==> config.mk <==
export PLATFORM = sky130hd
export DESIGN_NAME = pcs_40g_am_sched
export DESIGN_NICKNAME = d
export VERILOG_FILES = /design/src/rtl/pcs_40g_pkg.sv /design/src/rtl/pcs_am_delay.sv /design/src/rtl/pcs_40g_am_sched.sv
export SDC_FILE = /design/constraint.sdc
export NUM_CORES = 1
export LEC_CHECK = 0
export ABC_CLOCK_PERIOD_IN_PS = 1440
export BUFFER_PORTS_ARGS = -buffer_cell sky130_fd_sc_hd__buf_2
export CAP_MARGIN = 20
export CORE_MARGIN = 1
export CORE_UTILIZATION = 31
export DETAILED_ROUTE_END_ITERATION = 8
export PLACE_DENSITY = 0.5
export SLEW_MARGIN = 30
export SYNTH_ARGS = -nofsm -noshare
export SYNTH_HDL_FRONTEND = slang
export SYNTH_SLANG_ARGS = --single-unit
export TNS_END_PERCENT = 20
==> constraint.sdc <==
create_clock -name clk -period 1.44 [get_ports clk]
set_input_delay 0.072 -clock clk [delete_from_list [all_inputs] [get_ports clk]]
set_output_delay 0.072 -clock clk [all_outputs]
set_load 0.01 [all_outputs]
==> src/rtl/pcs_40g_pkg.sv <==
// Shared types and defaults for the 40GBASE-R transmit PCS.
// Holds the alignment-marker scheduler state encoding and lane/gap constants.
package pcs_40g_pkg;

    typedef enum logic [1:0] {
        S_INIT,
        S_AM,
        S_DATA
    } am_sched_state_e;

    localparam int AM_GAP_N_DEF    = 16383;
    localparam int LANE_N_DEF      = 4;
    localparam int INIT_IDLE_N_DEF = 4;
    localparam int AM_LAT_DEF      = 2;

endpackage

==> src/rtl/pcs_am_delay.sv <==
// Marker-select delay line.
// Tracks the encode/scramble pipeline depth so the AM mux hits the right block.
module pcs_am_delay #(
    parameter int LAT = 2
) (
    input  logic clk,
    input  logic nreset,
    input  logic d,
    output logic q
);

    logic [LAT-1:0] sr;

    always_ff @(posedge clk or negedge nreset) begin
        if (!nreset) begin
            sr <= '0;
        end else begin
            sr[0] <= d;
            for (int i = 1; i < LAT; i++) begin
                sr[i] <= sr[i-1];
            end
        end
    end

    assign q = sr[LAT-1];

endmodule

==> src/rtl/pcs_40g_am_sched.sv <==
// 40GBASE-R transmit alignment-marker scheduler.
// Forced idle after reset, then one marker slot every AM_GAP_N blocks.
module pcs_40g_am_sched
    import pcs_40g_pkg::*;
#(
    parameter int LANE_N      = LANE_N_DEF,
    parameter int AM_GAP_N    = AM_GAP_N_DEF,
    parameter int CNT_W       = $clog2(AM_GAP_N),
    parameter int INIT_IDLE_N = INIT_IDLE_N_DEF,
    parameter int AM_LAT      = AM_LAT_DEF
) (
    input  logic             clk,
    input  logic             nreset,
    input  logic             am_dis_i,
    output logic             ready_o,
    output logic             force_idle_o,
    output logic             am_v_o,
    output logic             am_mux_o,
    output logic [CNT_W-1:0] blk_cnt_o
);

    localparam int INIT_W = (INIT_IDLE_N > 1) ? $clog2(INIT_IDLE_N) : 1;
    localparam logic [INIT_W-1:0] INIT_LAST = INIT_W'(INIT_IDLE_N - 1);
    localparam logic [CNT_W-1:0]  CNT_LAST  = CNT_W'(AM_GAP_N - 1);

    generate
        if (AM_LAT < 1 || LANE_N < 1 || INIT_IDLE_N < 1 || AM_GAP_N < 2)
        begin : g_cfg_bad
            $error("pcs_40g_am_sched: unsupported parameter set");
        end
    endgenerate

    am_sched_state_e   state;
    am_sched_state_e   state_nxt;
    logic [INIT_W-1:0] init_cnt;
    logic [INIT_W-1:0] init_nxt;
    logic [CNT_W-1:0]  cnt_nxt;
    logic              ready_nxt;
    logic              idle_nxt;
    logic              amv_nxt;

    // Outputs are registered from the next-state decode so they line up with state.
    always_ff @(posedge clk or negedge nreset) begin
        if (!nreset) begin
            state        <= S_INIT;
            init_cnt     <= '0;
            blk_cnt_o    <= '0;
            ready_o      <= 1'b0;
            force_idle_o <= 1'b1;
            am_v_o       <= 1'b0;
        end else begin
            state        <= state_nxt;
            init_cnt     <= init_nxt;
            blk_cnt_o    <= cnt_nxt;
            ready_o      <= ready_nxt;
            force_idle_o <= idle_nxt;
            am_v_o       <= amv_nxt;
        end
    end

    always_comb begin
        state_nxt = state;
        init_nxt  = init_cnt;
        cnt_nxt   = blk_cnt_o;
        unique case (state)
            S_INIT: begin
                cnt_nxt = '0;
                if (init_cnt == INIT_LAST) begin
                    state_nxt = S_AM;
                    init_nxt  = '0;
                end else begin
                    init_nxt = init_cnt + 1'b1;
                end
            end
            S_AM: begin
                state_nxt = S_DATA;
                cnt_nxt   = '0;
            end
            S_DATA: begin
                // am_dis_i only matters at the wrap; mid-gap changes are ignored.
                if (blk_cnt_o == CNT_LAST) begin
                    cnt_nxt = '0;
                    if (!am_dis_i) begin
                        state_nxt = S_AM;
                    end
                end else begin
                    cnt_nxt = blk_cnt_o + 1'b1;
                end
            end
            default: begin
                state_nxt = S_INIT;
                init_nxt  = '0;
                cnt_nxt   = '0;
            end
        endcase
    end

    always_comb begin
        ready_nxt = 1'b0;
        idle_nxt  = 1'b0;
        amv_nxt   = 1'b0;
        unique case (1'b1)
            (state_nxt == S_AM):   amv_nxt   = 1'b1;
            (state_nxt == S_DATA): ready_nxt = 1'b1;
            default:               idle_nxt  = 1'b1;
        endcase
    end

    pcs_am_delay #(
        .LAT (AM_LAT)
    ) u_am_dly (
        .clk    (clk),
        .nreset (nreset),
        .d      (am_v_o),
        .q      (am_mux_o)
    );

endmodule

Yosys cells after proc, flatten, opt, wreduce, memory -nomap -nowiden

Cells that the tools add are included.

Eq/ne operators: 6
Multiplexer cells: 11
Add/sub/neg operators: 2
Reduce and logical (&&, ||, !) cells: 3

Operators with widths:

| operator                | count |
|---|---|
| $mux W14                | 2 |
| $add A14 B1 Y14 const B | 1 |
| $eq A14 B14 Y1 const B  | 1 |
| $mux W2                 | 4 |
| $eq A2 B2 Y1 const B    | 3 |
| $pmux W2 S3             | 1 |
| $eq A2 B1 Y1 const B    | 2 |
| $pmux W2 S2             | 1 |
| $reduce_or A2 Y1        | 2 |
| $mux W1                 | 3 |
| $add A2 B1 Y2 const B   | 1 |
| $logic_not A2 Y1        | 1 |

Flip-flop bits (word level): 23
Bits of input ports: 3
Output and inout bits: 18

Logic depth before layout (Yosys ltp)

Word-level depth: 6
Gate-level depth with buffers: 7
Mapped depth without buffers: 7

Cells and area by module

A second synthesis with hierarchy kept.

Cell total of the unflattened synthesis: 105
Area, all modules: 1,113.6 um^2

Modules (own cells, without submodules):

| module           | area an instance (um^2) | times used | cells each |
|---|---|---|---|
| pcs_40g_am_sched | 1,063.5                 | 1          | 103 |
| pcs_am_delay     | 50.0                    | 1          | 2 |

Least setup slack after synthesis

Ideal clock, no wire load.

Path type: reg2reg
From: reg blk_cnt_o[0]
To: reg force_idle_o
Path slack: -160 ps
Required time: 1,357 ps
Data arrival time: 1,517 ps
Stages on the path, launching flop included: 8
Library setup time: 83 ps
Buffers on the path: 0
Cells stage by stage: dfrtp_1 inv_1 ha_1 and3b_1 and4_1 o21ai_0 a21o_1 ha_1

Longest elaborated chain between the ends: 6

Ends and longest elaborated chain:

| item                                         | RTL line                                         | source |
|---|---|---|
| from (decl)                                  | pcs_40g_am_sched.sv:19                           | `output logic [CNT_W-1:0] blk_cnt_o` |
| from (signal assigned)                       | pcs_40g_am_sched.sv:54                           | `blk_cnt_o <= cnt_nxt;` |
| $eq A14 B14 Y1 *                             | pcs_40g_am_sched.sv:81                           | `if (blk_cnt_o == CNT_LAST) begin` |
| $mux W2 *                                    | pcs_40g_am_sched.sv:81                           |  |
| $pmux W2 S3 *                                | pcs_40g_am_sched.sv:65                           | `unique case (state)` |
| $eq A2 B1 Y1 or $eq A2 B2 Y1 (tied branches) | pcs_40g_am_sched.sv:103, pcs_40g_am_sched.sv:104 |  |
| $reduce_or A2 Y1 (no line) *                 | n/a                                              |  |
| $mux W1 *                                    | pcs_40g_am_sched.sv:102                          | `unique case (1'b1)` |
| named net idle_nxt                           | pcs_40g_am_sched.sv:39                           | `logic idle_nxt;` |
| to (signal assigned)                         | pcs_40g_am_sched.sv:56                           | `force_idle_o <= idle_nxt;` |
| to (decl)                                    | pcs_40g_am_sched.sv:16                           | `output logic force_idle_o,` |

The timed path passes the listed nets; every way through them passes the cells marked *.
A chain may end at the register's enable or synchronous reset.

Worst setup path in the final report

Same ends and word-level chain as after synthesis.

==> summary by stage <==
Min path
The launch instance of the worst min-delay path is am_dis_i. The path class of the tightest hold or removal check is primary input to register. The path with the worst hold slack has its endpoint at state[1]$_DFF_PN0_.

The worst hold path passes through 3 cells.

Placed design
The post-placement setup slack is -0.07206 ns. The post-detailed-placement cell area is 0.001459 mm². Port buffering added 20 buffers. The global placement routability congestion is 0.7528. Detailed placement finished with a half-perimeter wire length of 1749 µm.

Critical path
STA classifies the critical path endpoint as a register. The depth of the worst register-to-register path is 7. In this run the critical register-to-register path is captured at force_idle_o$_DFF_PN1_. Data on the critical path is required at its endpoint by approximately 1.7 ns.

The worst setup path is of the register to register kind. In this run the critical register-to-register path is launched from blk_cnt_o[0]$_DFF_PN0_. Across all register-to-register paths, the minimum setup slack is -0.07 ns. STA classifies the critical path startpoint as a register.

The largest fanout of any net on the critical path is 2. Data on the critical path arrives at its endpoint at 1.75 ns.

Yosys
Ranked by instance count, the synthesized netlist is headed by 22 x dfrtp_1, 13 x nor2_1, 9 x ha_1, 9 x xor2_1, 7 x nand2_1. The share of synthesized area in the top cell type comes to 49.44%. The largest total area in the synthesized netlist belongs to dfrtp_1. In this run the cell area of the synthesized design comes to between 0.001 and 0.0015 mm². In this run, synthesis inferred 0 flip-flops with an integrated enable. In the synthesized netlist the async set-or-reset flop fraction comes to 100.0%.

The flip-flop and latch count after synthesis is 23. The cell with the most instances after synthesis is dfrtp_1. Counting every instance in the synthesized netlist gives 105. For this run, the leading register cell type out of synthesis is dfrtp_1.

After synthesis, the cell types taking the most area are dfrtp_1 49%, ha_1 10%, xor2_1 7.1%. The proportion of synthesized chip area in sequential cells is 51.80%. The synthesized netlist contains 24 unique library cells. The net count after synthesis is 117. The average cell area after synthesis is 10.61 µm². Yosys printed 0 warnings.

Global route
The all-layer global routing usage is 13.84%. The number of global-route vias before repair is 886. The first-pass GRT wire length is 3891 µm. The number of antenna violations at the first check in global routing is 0.

For this run the aggregate overflow at the end of global routing stands at 0. Entering global routing, the biggest net connects 24 pins.

STA
Setup repair after global routing could not meet its margin everywhere. Between clock sinks in the finished design, the worst skew comes to 0.008867 ns. The final critical path takes up 104.8% of the cycle. Derived from the worst setup path, the maximum achievable clock frequency is between 600 and 700 MHz. In the final timing run, aggregate negative setup slack is -0.07036 ns. The count of endpoints failing hold in the final timing report is 0. The number of slew-limit violations in the final report is 0. The minimum period implied by the final worst setup slack is 1.509 ns. In this run the tightest slew margin relative to its limit is 66.35%. At the pin with the least slew margin, the transition time is 0.5048 ns. Setup violations remaining at the end of the flow were counted as 2. The final worst-path setup slack is -0.06934 ns.

Route
In the final routed layout, each cell accounts on average for about 11 µm. After detailed routing, the number of remaining DRC violations is 0. Once detail routing completed, the nets flagged for antenna violations numbered 0. Detailed routing inserted a total of around 880 vias. For this block, the routed nets add up to around 2200 µm of wire. The first-pass iteration count of the detailed router is 4. The ratio of routed vias to standard cells is 4.442.

The number of design-rule violations left by the first detailed-router iteration is 20.

Flow run
The number of violations of the max-capacitance limit is 0.

Die
The area of the core is 0.003390 mm². The width of the die is 61.94 µm. Row generation in the floorplan step produced 21 rows. In this run the vertical extent of the chip is just over 60 µm. The die covers about 0.0038 mm². In this run the count of I/O pins placed on the die edge is 21. Once the floorplan was initialized, standard cells occupied 32.85% of the core.

Run status
The run finished, with violations left. The final reports fail on setup timing.

CTS
CTS built an H-tree with a depth of 1. The cell sitting at the root of the clock tree is a clkbuf_4. TritonCTS created 3 clock buffers. The clock net in this run drives a total of 23 sinks.

After clock tree synthesis, the clock-pin slew on the worst setup and hold paths is 0.12 ns. The CTS tree is yes. The source-to-sink clock delay at the later pin of the worst-skew pair is 0.31 ns. The largest buffer count on any clock path is 2.

Layout
The signed area change from the synthesized netlist to the final layout is 40.79%. Once layout is done, the placed cells without fillers occupy 0.001568 mm². The number of antenna diodes in the final layout is 0.

Cells fill roughly 46% of the core in the end. The share of post-route cells with drive strength above 1 is 43.14%. The number of nets in the final layout is 166. The count of fill cells added during filler insertion is 323.

Power
The design draws 0.9514 mW. The areal power density over the cells is 606.8 mW/mm². In this run the static leakage power is 0.7936 nW. The worst ir drop on vdd is 315.5 µV.
power by group:
part	switching, mW	total, mW	internal, mW
registers	0	0.646	0.646
logic	0.0132	0.0172	0.00400
clock network	0.180	0.288	0.108
how the worst max path moves through the flow:
stage,startpoint,to,slack (ns)
floorplan,blk_cnt_o[2]$_DFF_PN0_,force_idle_o$_DFF_PN1_,-0.07
global placement,blk_cnt_o[0]$_DFF_PN0_,force_idle_o$_DFF_PN1_,-0.03
detailed placement,blk_cnt_o[0]$_DFF_PN0_,force_idle_o$_DFF_PN1_,-0.07
CTS,blk_cnt_o[0]$_DFF_PN0_,force_idle_o$_DFF_PN1_,-0.10
global route,blk_cnt_o[0]$_DFF_PN0_,force_idle_o$_DFF_PN1_,-0.15
finish,blk_cnt_o[0]$_DFF_PN0_,force_idle_o$_DFF_PN1_,-0.07
state kept, by name, indices dropped and copies added, names as in the netlist:
signal and count:
u_am_dly.sr 2, ready_o 1, state 2, force_idle_o 1, init_cnt 2, blk_cnt_o 14, am_v_o 1
area by class of cell:
class	count	area [µm²]	share of cell area [%]
sequential	23	578.1	36.87
multi-input combinational	74	561.8	35.83
timing repair buffer	48	329.1	20.99
tap	46	57.56	3.671
clock buffer	4	26.28	1.676
inverter	4	15.01	0.9577
logic make-up (layout without fill, tap and decap cells):
kind of cell,count (synthesis),after routing,share of synthesized area [%]
AND/OR/NAND/NOR,42,42,19.89
XOR/XNOR,10,10,7.866
buffers and inverters,8,56,3.482
adder cells (fa/ha/maj),9,9,10.11
AO/OA/AOI/OAI,13,13,6.854
flip-flops,23,23,51.80
cells in the final DEF, fill, tap and decap left out, types with 2 or more instances in the layout:
| master | synthesis | layout |
|---|---|---|
| a21o_1 | 2 | 2 |
| a21oi_2 | 0 | 3 |
| and3_1 | 2 | 2 |
| buf_2 | 1 | 20 |
| buf_4 | 2 | 25 |
| clkbuf_4 | 0 | 3 |
| dfrtp_1 | 22 | 21 |
| ha_1 | 9 | 5 |
| ha_2 | 0 | 3 |
| inv_1 | 4 | 4 |
| nand2_1 | 7 | 7 |
| nand3_1 | 5 | 5 |
| nand4_1 | 5 | 5 |
| nor2_1 | 13 | 12 |
| o21ai_0 | 5 | 2 |
| o21ai_1 | 0 | 2 |
| or3_1 | 2 | 2 |
| xor2_1 | 9 | 9 |
timing repair:
action / CTS / global route
setup endpoints to repair: 4 / 10
hold buffers: 1 / 0
resized for setup: 3 / 16
buffers inserted: 1 / 0
pin swaps: 3 / 9
hold endpoints to repair: 22 / 0
stage by stage:
step / instances / hold WS (ns)
after floorplan: 105 / -0.2236
after global placement: 193 / 0.07315
after detailed placement: 193 / 0.07621
after CTS: 199 / 0.1891
after global routing: 199 / 0.1496
final: 199 / 0.1427
critical path, stage by stage (launching register included):
cell,delay [ns]
dfrtp_1,0.40
inv_1,0.06
ha_2,0.16
and3b_1,0.14
and4_1,0.18
o21ai_2,0.07
a21o_1,0.16
ha_1,0.27
metal layers:
layer  routed length [µm]  track usage, %
met2                 1157           23.96
met1                 1031           17.35
met5                    0               0
met4                    0           3.810
met3                   60           3.106
(Power assumes the default switching activity.)
